$ cat config.mk
export PLATFORM = sky130hd
export DESIGN_NAME = seq_pattern_tx
export DESIGN_NICKNAME = d
export VERILOG_FILES = /design/src/rtl/seq_pattern_tx.sv
export SDC_FILE = /design/constraint.sdc
export NUM_CORES = 1
export LEC_CHECK = 0
export CORE_MARGIN = 2
export CORE_UTILIZATION = 54
export CTS_CLUSTER_DIAMETER = 200
export CTS_CLUSTER_SIZE = 8
export DETAILED_ROUTE_END_ITERATION = 8
export GPL_ROUTABILITY_DRIVEN = 0
export GPL_TIMING_DRIVEN = 1
export PLACE_DENSITY = 0.8
export SYNTH_ARGS = -nofsm -noshare
export SYNTH_HDL_FRONTEND = slang
export SYNTH_SLANG_ARGS = --single-unit
$ cat constraint.sdc
create_clock -name clk -period 3.02 [get_ports clk]
set_input_delay 0.604 -clock clk [delete_from_list [all_inputs] [get_ports clk]]
set_output_delay 0.604 -clock clk [all_outputs]
set_load 0.02 [all_outputs]
$ cat src/rtl/seq_pattern_tx.sv
// Serial pattern transmitter: sends a loaded pattern MSB-first, one bit per
// clock, for a programmable number of frames (or continuously), with an
// optional idle gap between frames. Drives serial bit-sequence detectors.
module seq_pattern_tx #(
    parameter int unsigned MAX_LEN  = 16,
    parameter int unsigned LEN_W    = 5,
    parameter int unsigned CNT_W    = 8,
    parameter int unsigned GAP_CYC  = 0,
    parameter bit          IDLE_BIT = 1'b0
) (
    input  logic               clk,
    input  logic               reset,
    input  logic               start,
    input  logic [MAX_LEN-1:0] pattern,
    input  logic [LEN_W-1:0]   pat_len,
    input  logic [CNT_W-1:0]   frames,
    input  logic               abort,
    output logic               ready,
    output logic               busy,
    output logic               out_bit,
    output logic               out_valid,
    output logic               frame_start,
    output logic               done,
    output logic               err
);

    localparam logic [1:0] IDLE  = 2'd0;
    localparam logic [1:0] SHIFT = 2'd1;
    localparam logic [1:0] GAP   = 2'd2;

    localparam int unsigned     GAP_W     = (GAP_CYC > 1) ? $clog2(GAP_CYC) : 1;
    localparam int unsigned     GAP_LOAD  = (GAP_CYC > 0) ? GAP_CYC - 1 : 0;
    localparam logic [LEN_W-1:0] MAX_LEN_L = LEN_W'(MAX_LEN);
    localparam logic [LEN_W-1:0] ONE_L     = LEN_W'(1);

    logic [1:0]         state_q, state_d;
    logic [MAX_LEN-1:0] pat_q, pat_d;
    logic [LEN_W-1:0]   len_q, len_d;
    logic [CNT_W-1:0]   frames_q, frames_d;
    logic [LEN_W-1:0]   idx_q, idx_d;
    logic [GAP_W-1:0]   gap_q, gap_d;

    logic               out_bit_d;
    logic               out_valid_d;
    logic               frame_start_d;
    logic               done_d;
    logic               err_d;
    logic               ready_d;
    logic [MAX_LEN-1:0] sh_v;

    // Next-state and next-output decode; idx_q is the index of the bit on out_bit
    always_comb begin
        state_d       = state_q;
        pat_d         = pat_q;
        len_d         = len_q;
        frames_d      = frames_q;
        idx_d         = idx_q;
        gap_d         = gap_q;
        out_bit_d     = IDLE_BIT;
        out_valid_d   = 1'b0;
        frame_start_d = 1'b0;
        done_d        = 1'b0;
        err_d         = 1'b0;
        sh_v          = '0;

        case (state_q)
            IDLE: begin
                if (start && !abort) begin
                    if (pat_len == '0 || pat_len > MAX_LEN_L) begin
                        err_d = 1'b1;
                    end else begin
                        pat_d         = pattern;
                        len_d         = pat_len;
                        frames_d      = frames;
                        idx_d         = pat_len - ONE_L;
                        sh_v          = pattern >> (pat_len - ONE_L);
                        out_valid_d   = 1'b1;
                        frame_start_d = 1'b1;
                        state_d       = SHIFT;
                    end
                end
            end

            SHIFT: begin
                if (abort) begin
                    state_d = IDLE;
                end else if (idx_q != '0) begin
                    idx_d       = idx_q - ONE_L;
                    sh_v        = pat_q >> (idx_q - ONE_L);
                    out_valid_d = 1'b1;
                end else if (frames_q == CNT_W'(1)) begin
                    done_d  = 1'b1;
                    state_d = IDLE;
                end else begin
                    if (frames_q != '0) begin
                        frames_d = frames_q - CNT_W'(1);
                    end
                    if (GAP_CYC > 0) begin
                        gap_d   = GAP_W'(GAP_LOAD);
                        state_d = GAP;
                    end else begin
                        idx_d         = len_q - ONE_L;
                        sh_v          = pat_q >> (len_q - ONE_L);
                        out_valid_d   = 1'b1;
                        frame_start_d = 1'b1;
                    end
                end
            end

            GAP: begin
                if (abort) begin
                    state_d = IDLE;
                end else if (gap_q == '0) begin
                    idx_d         = len_q - ONE_L;
                    sh_v          = pat_q >> (len_q - ONE_L);
                    out_valid_d   = 1'b1;
                    frame_start_d = 1'b1;
                    state_d       = SHIFT;
                end else begin
                    gap_d = gap_q - GAP_W'(1);
                end
            end

            default: begin
                state_d = IDLE;
            end
        endcase

        if (out_valid_d) begin
            out_bit_d = sh_v[0];
        end
        ready_d = (state_d == IDLE);
    end

    // State, captured transfer and registered outputs
    always_ff @(posedge clk) begin
        if (reset) begin
            state_q     <= IDLE;
            pat_q       <= '0;
            len_q       <= '0;
            frames_q    <= '0;
            idx_q       <= '0;
            gap_q       <= '0;
            out_bit     <= IDLE_BIT;
            out_valid   <= 1'b0;
            frame_start <= 1'b0;
            done        <= 1'b0;
            err         <= 1'b0;
            ready       <= 1'b1;
            busy        <= 1'b0;
        end else begin
            state_q     <= state_d;
            pat_q       <= pat_d;
            len_q       <= len_d;
            frames_q    <= frames_d;
            idx_q       <= idx_d;
            gap_q       <= gap_d;
            out_bit     <= out_bit_d;
            out_valid   <= out_valid_d;
            frame_start <= frame_start_d;
            done        <= done_d;
            err         <= err_d;
            ready       <= ready_d;
            busy        <= !ready_d;
        end
    end

endmodule
# == Yosys cells after proc, flatten, opt, wreduce, memory -nomap -nowiden ==
# Cells that the tools add are included.
# totals
elab_cells,103
out_inout_bits,7
ram_bits,0
mem_bits_ro,0
latchBits,0
in_bits,33
register_bits,44
n_memories,0
# op_classes
n_lt_le_gt_ge,1
bitwise,6
div,0
add_sub_neg,5
n_shift,3
n_reduce_logical,18
multipliers,0
n_mux,45
eq_ne,12
# ops
operator,count
$mux 8,6
$shr 16x5->1,3
$mux 5,7
$mux 1,19
$ne 2x2->1 const B,8
$pmux 8 s2,1
$pmux 5 s3,1
$sub 5x1->5 const B,3
$mux 2,7
$reduce_and 7->1,2
$pmux 1 s3,3
$eq 8x1->1 const B,1
$reduce_bool 8->1,1
$sub 8x1->8 const B,1
$not 1->1,6
$pmux 2 s3,1
$gt 5x5->1 const B,1
$logic_not 5->1,1
$reduce_bool 5->1,1
$logic_not 2->1,2
$reduce_or 4->1,1
$ne 3x3->1 const B,1
$reduce_and 3->1,1
$reduce_bool 3->1,1
other kinds (10),11

# == Logic depth before layout (Yosys ltp) ==
# Gate-level depths: netlist (run 1).
# depth
depth_word,7
ltp_mapped,9
mapped_depth_nobuf,7

# == Worst setup path after synthesis (run 1) ==
# Ideal clock, no wire load.
# synth_timing
kind,input to register
startpoint,in pat_len[0]
endpoint,reg out_bit
required_time_ns,2.906
setup_time_ns,0.114
path_buffers,1
t_arrival_ns,2.475
path_stages,7
path_slack_ns,0.431
path_cell_list,clkbuf_1 inv_1 ha_1 mux4_2 mux4_2 and4_1 a21o_1
# synth_between
elab_chain_cells,7
word_cells_on_any_way,13
classes_between,add/sub (1); order compare (1); shift (1); mux (6); bitwise (1); reduce/logical (3)
# synth_rtl
element,line,rtl
start: declaration,15,"input logic [LEN_W-1:0] pat_len,"
branches (longest 7 deep; another with $sub 5x1->5),-,
end signal: assignment,158,out_bit <= out_bit_d;
end: declaration,20,"output logic out_bit,"
# Parallel ways; which one is timed is not known.
# A chain may end at the register's enable or synchronous reset.

# == Worst setup path after layout (run 1) ==
# layout_timing
startpoint,in pat_len[1]
endpoint,reg out_bit
# The elaborated chain is that of the path after synthesis.

==> run_results.csv, run 1 <==
group,metric,value,unit
timing,worst_slew_pin_slew,0.750,ns
yosys,syn-instance-count,315,
finish,num_antenna_cells,0,
critical_path,path_cells,"clkdlybuf4s50_1, inv_1, ha_1, mux4_2, mux4_2, and4_1, a21o_1",
timing,clock_skew,0.00607,ns
critical_path,worst_path_most_repeated_cell,"mux4_2",
finish,finalNonFillerCells,418,
critical_path,crit_start,"pat_len[1]",
critical_path,worstReg2RegStart,"idx_q[0]",
routing,ant_nets,0,
critical_path,cp-end-kind,"flip-flop",
critical_path,cp.required,3.22,ns
power_and_ir_drop,power_density,459,mW/mm²
yosys,ys_async_sr_fraction,0,%
global_routing,grt_pass1_vias,2411,
global_routing,grtUsageMet1,35.3,%
cts,clkTransAtPathRegs,0.08,ns
timing,maxSlewViolCount,0,
finish,area_growth,21.9,%
routing,drt-vias-per-instance,6.19,
critical_path,crit_buf_inv,2,
routing,drc,0,
placement,place_inst,410,
cts,postCtsSetupBuffers,0,
floorplan,io_pins,40,
hold_path,min-delay-start,"pat_q[8]",
hold_path,hp-class,"flip-flop to flip-flop",
cts,cts_buffers,5,
yosys,synth_nets,358,
yosys,post-synth-top-area-cell,"dfxtp_1",
run_status,status,"complete, no violations",
yosys,netlist.area_leader.share,32.0,%
global_routing,gr-total-overflow,0,
global_routing,grt_max_degree,23,
cts,postCtsResizedCells,0,
timing,finalSetupViolCount,0,
critical_path,slowest_delay,0.52,ns
critical_path,path_class,"input port to flip-flop",
yosys,ys.flop_type,"dfxtp_1",
timing,fmax,0.389,GHz
power_and_ir_drop,leakage,1.18,nW
routing,vias,2589,
yosys,ys_seq_area_share,32.0,%
floorplan,num_rows,25,
placement,place_area,0.00315,mm²
timing,fin_crit_sh,85.1,%
floorplan,core_area,0.00475,mm²
critical_path,cp_max_fo,5,
yosys,netlist_area,0.00269,mm²
critical_path,path_delay_family,"multiplexers",
timing,rsz0062_at_grt,"no",
placement,dp_hpwl,5100,µm
routing,wl,6920,µm
yosys,yosys_warnings,0,
global_routing,grt_usage,27.0,%
yosys,ys_ff_latch,43,
floorplan,start_util,56.6,%
cts,cts_sinks,43,
finish,fin_area,0.00328,mm²
global_routing,grt_first_pass_wirelength,11400,µm
run,drv_cap,0,
yosys,synthTopCellsByArea,"dfxtp_1 (32%), a21oi_1 (8.6%), mux4_2 (8.4%)",
routing,avgRoutedWirePerCell,16.6,µm
cts,clockRootBuffer,"clkbuf_8",
yosys,syn_area_per_cell,8.54,µm²
timing,fin_tns_setup,0,ns
floorplan,dieWidth,74.6,µm
cts,cts_tree,"yes",
power_and_ir_drop,ir_drop,0.207,mV
timing,max-slew-margin-rel,49.5,%
cts,htreeDepth,2,
floorplan,dieHeight,74.6,µm
global_routing,antenna_found_initial,0,
cts,holdBufCountCts,0,
global_routing,top_usage_layer,"met2",
finish,final_util,69.0,%
critical_path,slowest_stage,"clkdlybuf4s50_1",
floorplan,die_area,0.00556,mm²
timing,fin_crit,2.57,ns
cts,clk_latency,0.30,ns
yosys,synth_edf_count,0,
global_routing,met3_usage,4.47,%
finish,drive_above_1_share,9.97,%
critical_path,start_kind,"input port",
placement,io_buffers,39,
yosys,synth_cell_types,60,
critical_path,cp.arrival,2.77,ns
timing,hold_viol_final,0,
global_routing,grt_util_met2,45.6,%
cts,clockBufferDepth,2,
routing,drtIter0Drc,258,
finish,final_nets,393,
routing,drt-pass1-iter-count,4,
-- final timing paths --
| path | to | slack, ns | depth (start not counted) |
|---|---|---|---|
| worst max-delay path | out_bit | 0.45 | 7 |
| worst min-delay path | pat_q[8] | 0.48 | 2 |
| worst max register to register | out_bit | 0.52 | 7 |
| worst min register to register | pat_q[8] | 0.48 | 2 |
-- metal layers --
metal,vias to the layer above,wire length (µm)
li1,1233,-
met1,1247,3070
met2,95,3360
met3,14,349
met4,0,136
met5,-,0
-- cell usage in the layout (no fill, tap or decap), types with 10 or more instances in the layout --
master / count
nand2_1: 51
a21oi_1: 46
dfxtp_1: 43
clkdlybuf4s50_1: 39
inv_1: 16
nor2_1: 12
o21ai_0: 11
nor3_1: 11
mux4_2: 10
ha_1: 10
-- synthesized netlist by cell type, types with 2 or more instances --
cell type and n:
and3_1 2, mux2i_1 3, o31ai_1 7, mux4_1 4
o21ai_0 11, nand3_1 5, xnor2_1 5, a21o_1 2
inv_1 16, a21oi_1 46, mux4_2 10, nand4_1 4
nor2_1 12, nor4_1 6, nor2b_1 2, xor2_1 3
nor3b_1 2, ha_1 10, a311oi_1 3, or3_1 3
nand2_1 51, o2bb2ai_1 2, clkbuf_1 17, dfxtp_1 43
nor3_1 11
-- per-stage QoR --
stage | hold slack (ns) | worst slack [ns] | power (mW)
3_3_place_gp | 0.453 | 0.220 | 0.974
6_report | 0.475 | 0.450 | 1.50
4_1_cts | 0.478 | 0.453 | 1.51
3_5_place_dp | 0.466 | 0.151 | 0.980
2_1_floorplan | 0.441 | 0.431 | 0.861
5_1_grt | 0.487 | 0.387 | 1.57
-- worst register-to-register path, delay by kind of cell, from the launching register on --
kind / cells / cell delay (ns)
simple gates: 1 / 0.09
flops: 1 / 0.62
compound gates: 2 / 0.47
mux: 2 / 0.61
fa+ha+maj: 1 / 0.48
buf+inv: 1 / 0.13
-- logic make-up (layout without fill, tap and decap cells) --
kind of cell	count (synthesis)	after routing	share of synthesized area [%]
compound gates	91	91	21.3
buf+inv	37	73	5.53
xor+xnor	8	8	2.60
simple gates	108	108	20.1
mux	18	18	13.8
flops	43	43	32.0
fa+ha+maj	10	10	4.65
-- power breakdown --
| group | leakage, nW | internal [mW] | switching (mW) |
|---|---|---|---|
| Sequential | 0.350 | 0.594 | 0.0299 |
| Clock | 0.0654 | 0.330 | 0.199 |
| Combinational | 0.764 | 0.167 | 0.184 |
| Total | 1.18 | 1.09 | 0.413 |
-- sequential cells by signal, summed over array words and instances, names as in the netlist, 2 cells and up --
| name | flops |
|---|---|
| len_q | 5 |
| state_q | 2 |
| idx_q | 5 |
| pat_q | 16 |
| frames_q | 8 |
-- area by class of cell --
cell class	count	area (µm²)
Clock buffer	6	72.6
Clock inverter	2	60.1
Fill cell	407	1480
Inverter	17	63.8
Multi-Input combinational cell	235	1680
Sequential cell	43	861
Tap cell	67	83.8
Timing Repair Buffer	48	458
Power figures use the tool's default switching activity.
==> run 2: changes to the inputs <==
--- a/config.mk
+++ b/config.mk
@@ -5,14 +5,15 @@
 export SDC_FILE = /design/constraint.sdc
 export NUM_CORES = 1
 export LEC_CHECK = 0
+export ABC_AREA = 1
 export CORE_MARGIN = 2
-export CORE_UTILIZATION = 54
+export CORE_UTILIZATION = 55
 export CTS_CLUSTER_DIAMETER = 200
 export CTS_CLUSTER_SIZE = 8
 export DETAILED_ROUTE_END_ITERATION = 8
 export GPL_ROUTABILITY_DRIVEN = 0
 export GPL_TIMING_DRIVEN = 1
-export PLACE_DENSITY = 0.8
+export PLACE_DENSITY = 0.81
 export SYNTH_ARGS = -nofsm -noshare
 export SYNTH_HDL_FRONTEND = slang
 export SYNTH_SLANG_ARGS = --single-unit
==> run 2 against run 1 <==
  * Combinational power grew 22%
  * Largest cell class unchanged
  * Highest routed layer unchanged
  * Total power grew 1.6%
  * Critical path type unchanged
  * Non-clock buffer count shrank 6
  * First-iteration DRC count shrank 1.6%
  * Register-to-register slack gained 0.33 ns
  * Via count grew 11%
  * Sequential share of layout area grew 0.22 points
  * Synthesized cell count grew 40%
  * Sequential power grew 2%
==> run_results.csv, run 2 <==
group,metric,value,unit
cts,holdBufCountCts,0,
critical_path,cp.arrival,2.68,ns
timing,fin_crit,2.44,ns
cts,cts_buffers,5,
placement,preCtsSetupSlack,0.303,ns
run,drv_cap,0,
yosys,netlist_area,0.00273,mm²
floorplan,num_rows,25,
finish,layout_commonest_cell,"nand2_1",
yosys,synth_cell_types,32,
timing,clock_skew,0.00797,ns
timing,fin_crit_sh,80.7,%
yosys,ys_ff_latch,43,
timing,worst_slew_pin_slew,0.491,ns
cts,clkTransAtPathRegs,0.08,ns
finish,largest-register,"pat_q",
global_routing,grt_first_pass_wirelength,11300,µm
timing,maxSlewViolCount,0,
routing,drc,0,
placement,io_buffers,39,
cts,cts_sinks,43,
critical_path,endpoint,"pat_q[13]",
cts,postCtsSetupBuffers,0,
routing,drt-vias-per-instance,5.31,
finish,final_nets,517,
timing,rsz0062_at_grt,"no",
timing,finalSetupViolCount,0,
floorplan,start_util,57.4,%
yosys,synth_edf_count,0,
floorplan,dieWidth,74.4,µm
finish,largest_register_ff_count,16,
cts,clockBufferDepth,2,
yosys,ys.flop_type,"dfxtp_1",
yosys,syn_area_per_cell,6.19,µm²
global_routing,gr-total-overflow,0,
global_routing,antenna_found_initial,0,
floorplan,dieHeight,74.4,µm
cts,clockRootBuffer,"clkbuf_8",
global_routing,grt_usage,26.0,%
yosys,synth.most_common_cell,"nand2_1",
critical_path,cp_max_fo,27,
placement,dp_hpwl,5190,µm
timing,hold_viol_final,0,
finish,drive_above_1_share,4.84,%
global_routing,grt_max_degree,28,
yosys,synth_nets,484,
yosys,netlist.area_leader.share,31.6,%
hold_path,hp-class,"flip-flop to flip-flop",
timing,fin_tns_setup,0,ns
routing,avgRoutedWirePerCell,12.6,µm
finish,reg.largest.list,"pat_q: 16 flops, frames_q: 8 flops",
timing,max-slew-margin-rel,67.0,%
floorplan,core_area,0.00475,mm²
critical_path,start_kind,"input port",
critical_path,ff2ff_path_depth,9,
timing,fmax,0.411,GHz
yosys,synthTopCellsByCount,"nand2_1 (113), nor2_1 (78), nand3_1 (53)",
timing,setup_ws,0.584,ns
floorplan,die_area,0.00554,mm²
cts,htreeDepth,2,
critical_path,crit_start,"pat_len[0]",
run_status,status,"complete, no violations",
critical_path,r2r_end,"frames_q[0]",
finish,layout_common_cells,"nand2_1 (113), nor2_1 (78), nand3_1 (53)",
finish,area_growth,19.2,%
critical_path,reg2reg_slack,0.85,ns
critical_path,worstReg2RegStart,"state_q[1]",
power_and_ir_drop,leakage,1.46,nW
critical_path,cp-end-kind,"flip-flop",
routing,wl,6810,µm
floorplan,io_pins,40,
yosys,syn-instance-count,441,
routing,drtIter0Drc,254,
global_routing,grt_pass1_vias,2579,
yosys,post-synth-top-area-cell,"dfxtp_1",
power_and_ir_drop,ir_drop,0.251,mV
cts,cts_tree,"yes",
routing,ant_nets,0,
finish,num_antenna_cells,0,
cts,clk_latency,0.31,ns
routing,vias,2879,
critical_path,path_class,"input port to flip-flop",
routing,drt-pass1-iter-count,5,
yosys,ys_seq_area_share,31.6,%
critical_path,cp.required,3.26,ns
yosys,yosys_warnings,0,
cts,postCtsResizedCells,0,
yosys,ys_async_sr_fraction,0,%
yosys,synthTopCellsByArea,"dfxtp_1 (32%), nand2_1 (16%), nor2_1 (11%)",
power_and_ir_drop,power_density,470,mW/mm²
==> run 2: worst min path at each step <==
stage / from / to / slack, ns / cells after the start
4_1_cts: idx_q[1] / idx_q[1] / 0.50 / 2
2_1_floorplan: len_q[1] / len_q[1] / 0.45 / 2
6_report: idx_q[1] / idx_q[1] / 0.50 / 2
3_3_place_gp: idx_q[1] / idx_q[1] / 0.46 / 2
5_1_grt: idx_q[1] / idx_q[1] / 0.52 / 2
3_5_place_dp: frames_q[1] / frames_q[1] / 0.48 / 2
==> run 2: cell type report <==
class                   count  area, µm²
multi-input cells         337       1610
fillers                   448       1500
flip-flops and latches     43        861
repair buffers             42        413
inverters                  45        170
well taps                  67       83.8
clock buffers               5       68.8
clock inverters             3       43.8
==> run 2: metal layers <==
layer	track usage [%]	wire length, µm
met5	0	0
met4	5.75	58
met3	4.61	413
met2	40.6	3020
met1	37.7	3320
==> run 2: critical path, stage by stage <==
cell,delay (ns)
clkdlybuf4s50_1,0.47
inv_1,0.17
ha_1,0.27
nand2_2,0.08
xor2_2,0.18
nand3_1,0.18
buf_4,0.26
inv_2,0.24
nor2_1,0.09
nor2_1,0.11
==> run 2: per-stage QoR <==
| step | cells | area [µm²] | hold slack, ns | total power [mW] | util, % |
|---|---|---|---|---|---|
| 2_1_floorplan | 441 | 2730 | 0.453 | 0.950 | - |
| 3_3_place_gp | 534 | 3140 | 0.463 | 1.06 | 66.0 |
| 3_5_place_dp | 534 | 3140 | 0.483 | 1.07 | 66.0 |
| 4_1_cts | 542 | 3250 | 0.503 | 1.52 | 68.4 |
| 5_1_grt | 542 | 3250 | 0.520 | 1.61 | 68.4 |
| 6_report | 542 | 3250 | 0.499 | 1.53 | 68.4 |
==> run 2: logic make-up after synthesis <==
family | after synthesis | share of synthesized area, %
and+or+nand+nor | 259 | 39.7
buffers and inverters | 61 | 9.36
AOI/OAI and AO/OA | 58 | 11.3
DFF | 43 | 31.6
adders and majority gates | 10 | 4.59
xor gates and xnor gates | 9 | 3.17
muxes | 1 | 0.367
==> run 2: power by group <==
group / switching, mW / total (mW) / internal [mW]
clock network: 0.214 / 0.460 / 0.246
logic: 0.257 / 0.429 / 0.172
registers: 0.0333 / 0.639 / 0.605
total: 0.504 / 1.53 / 1.02
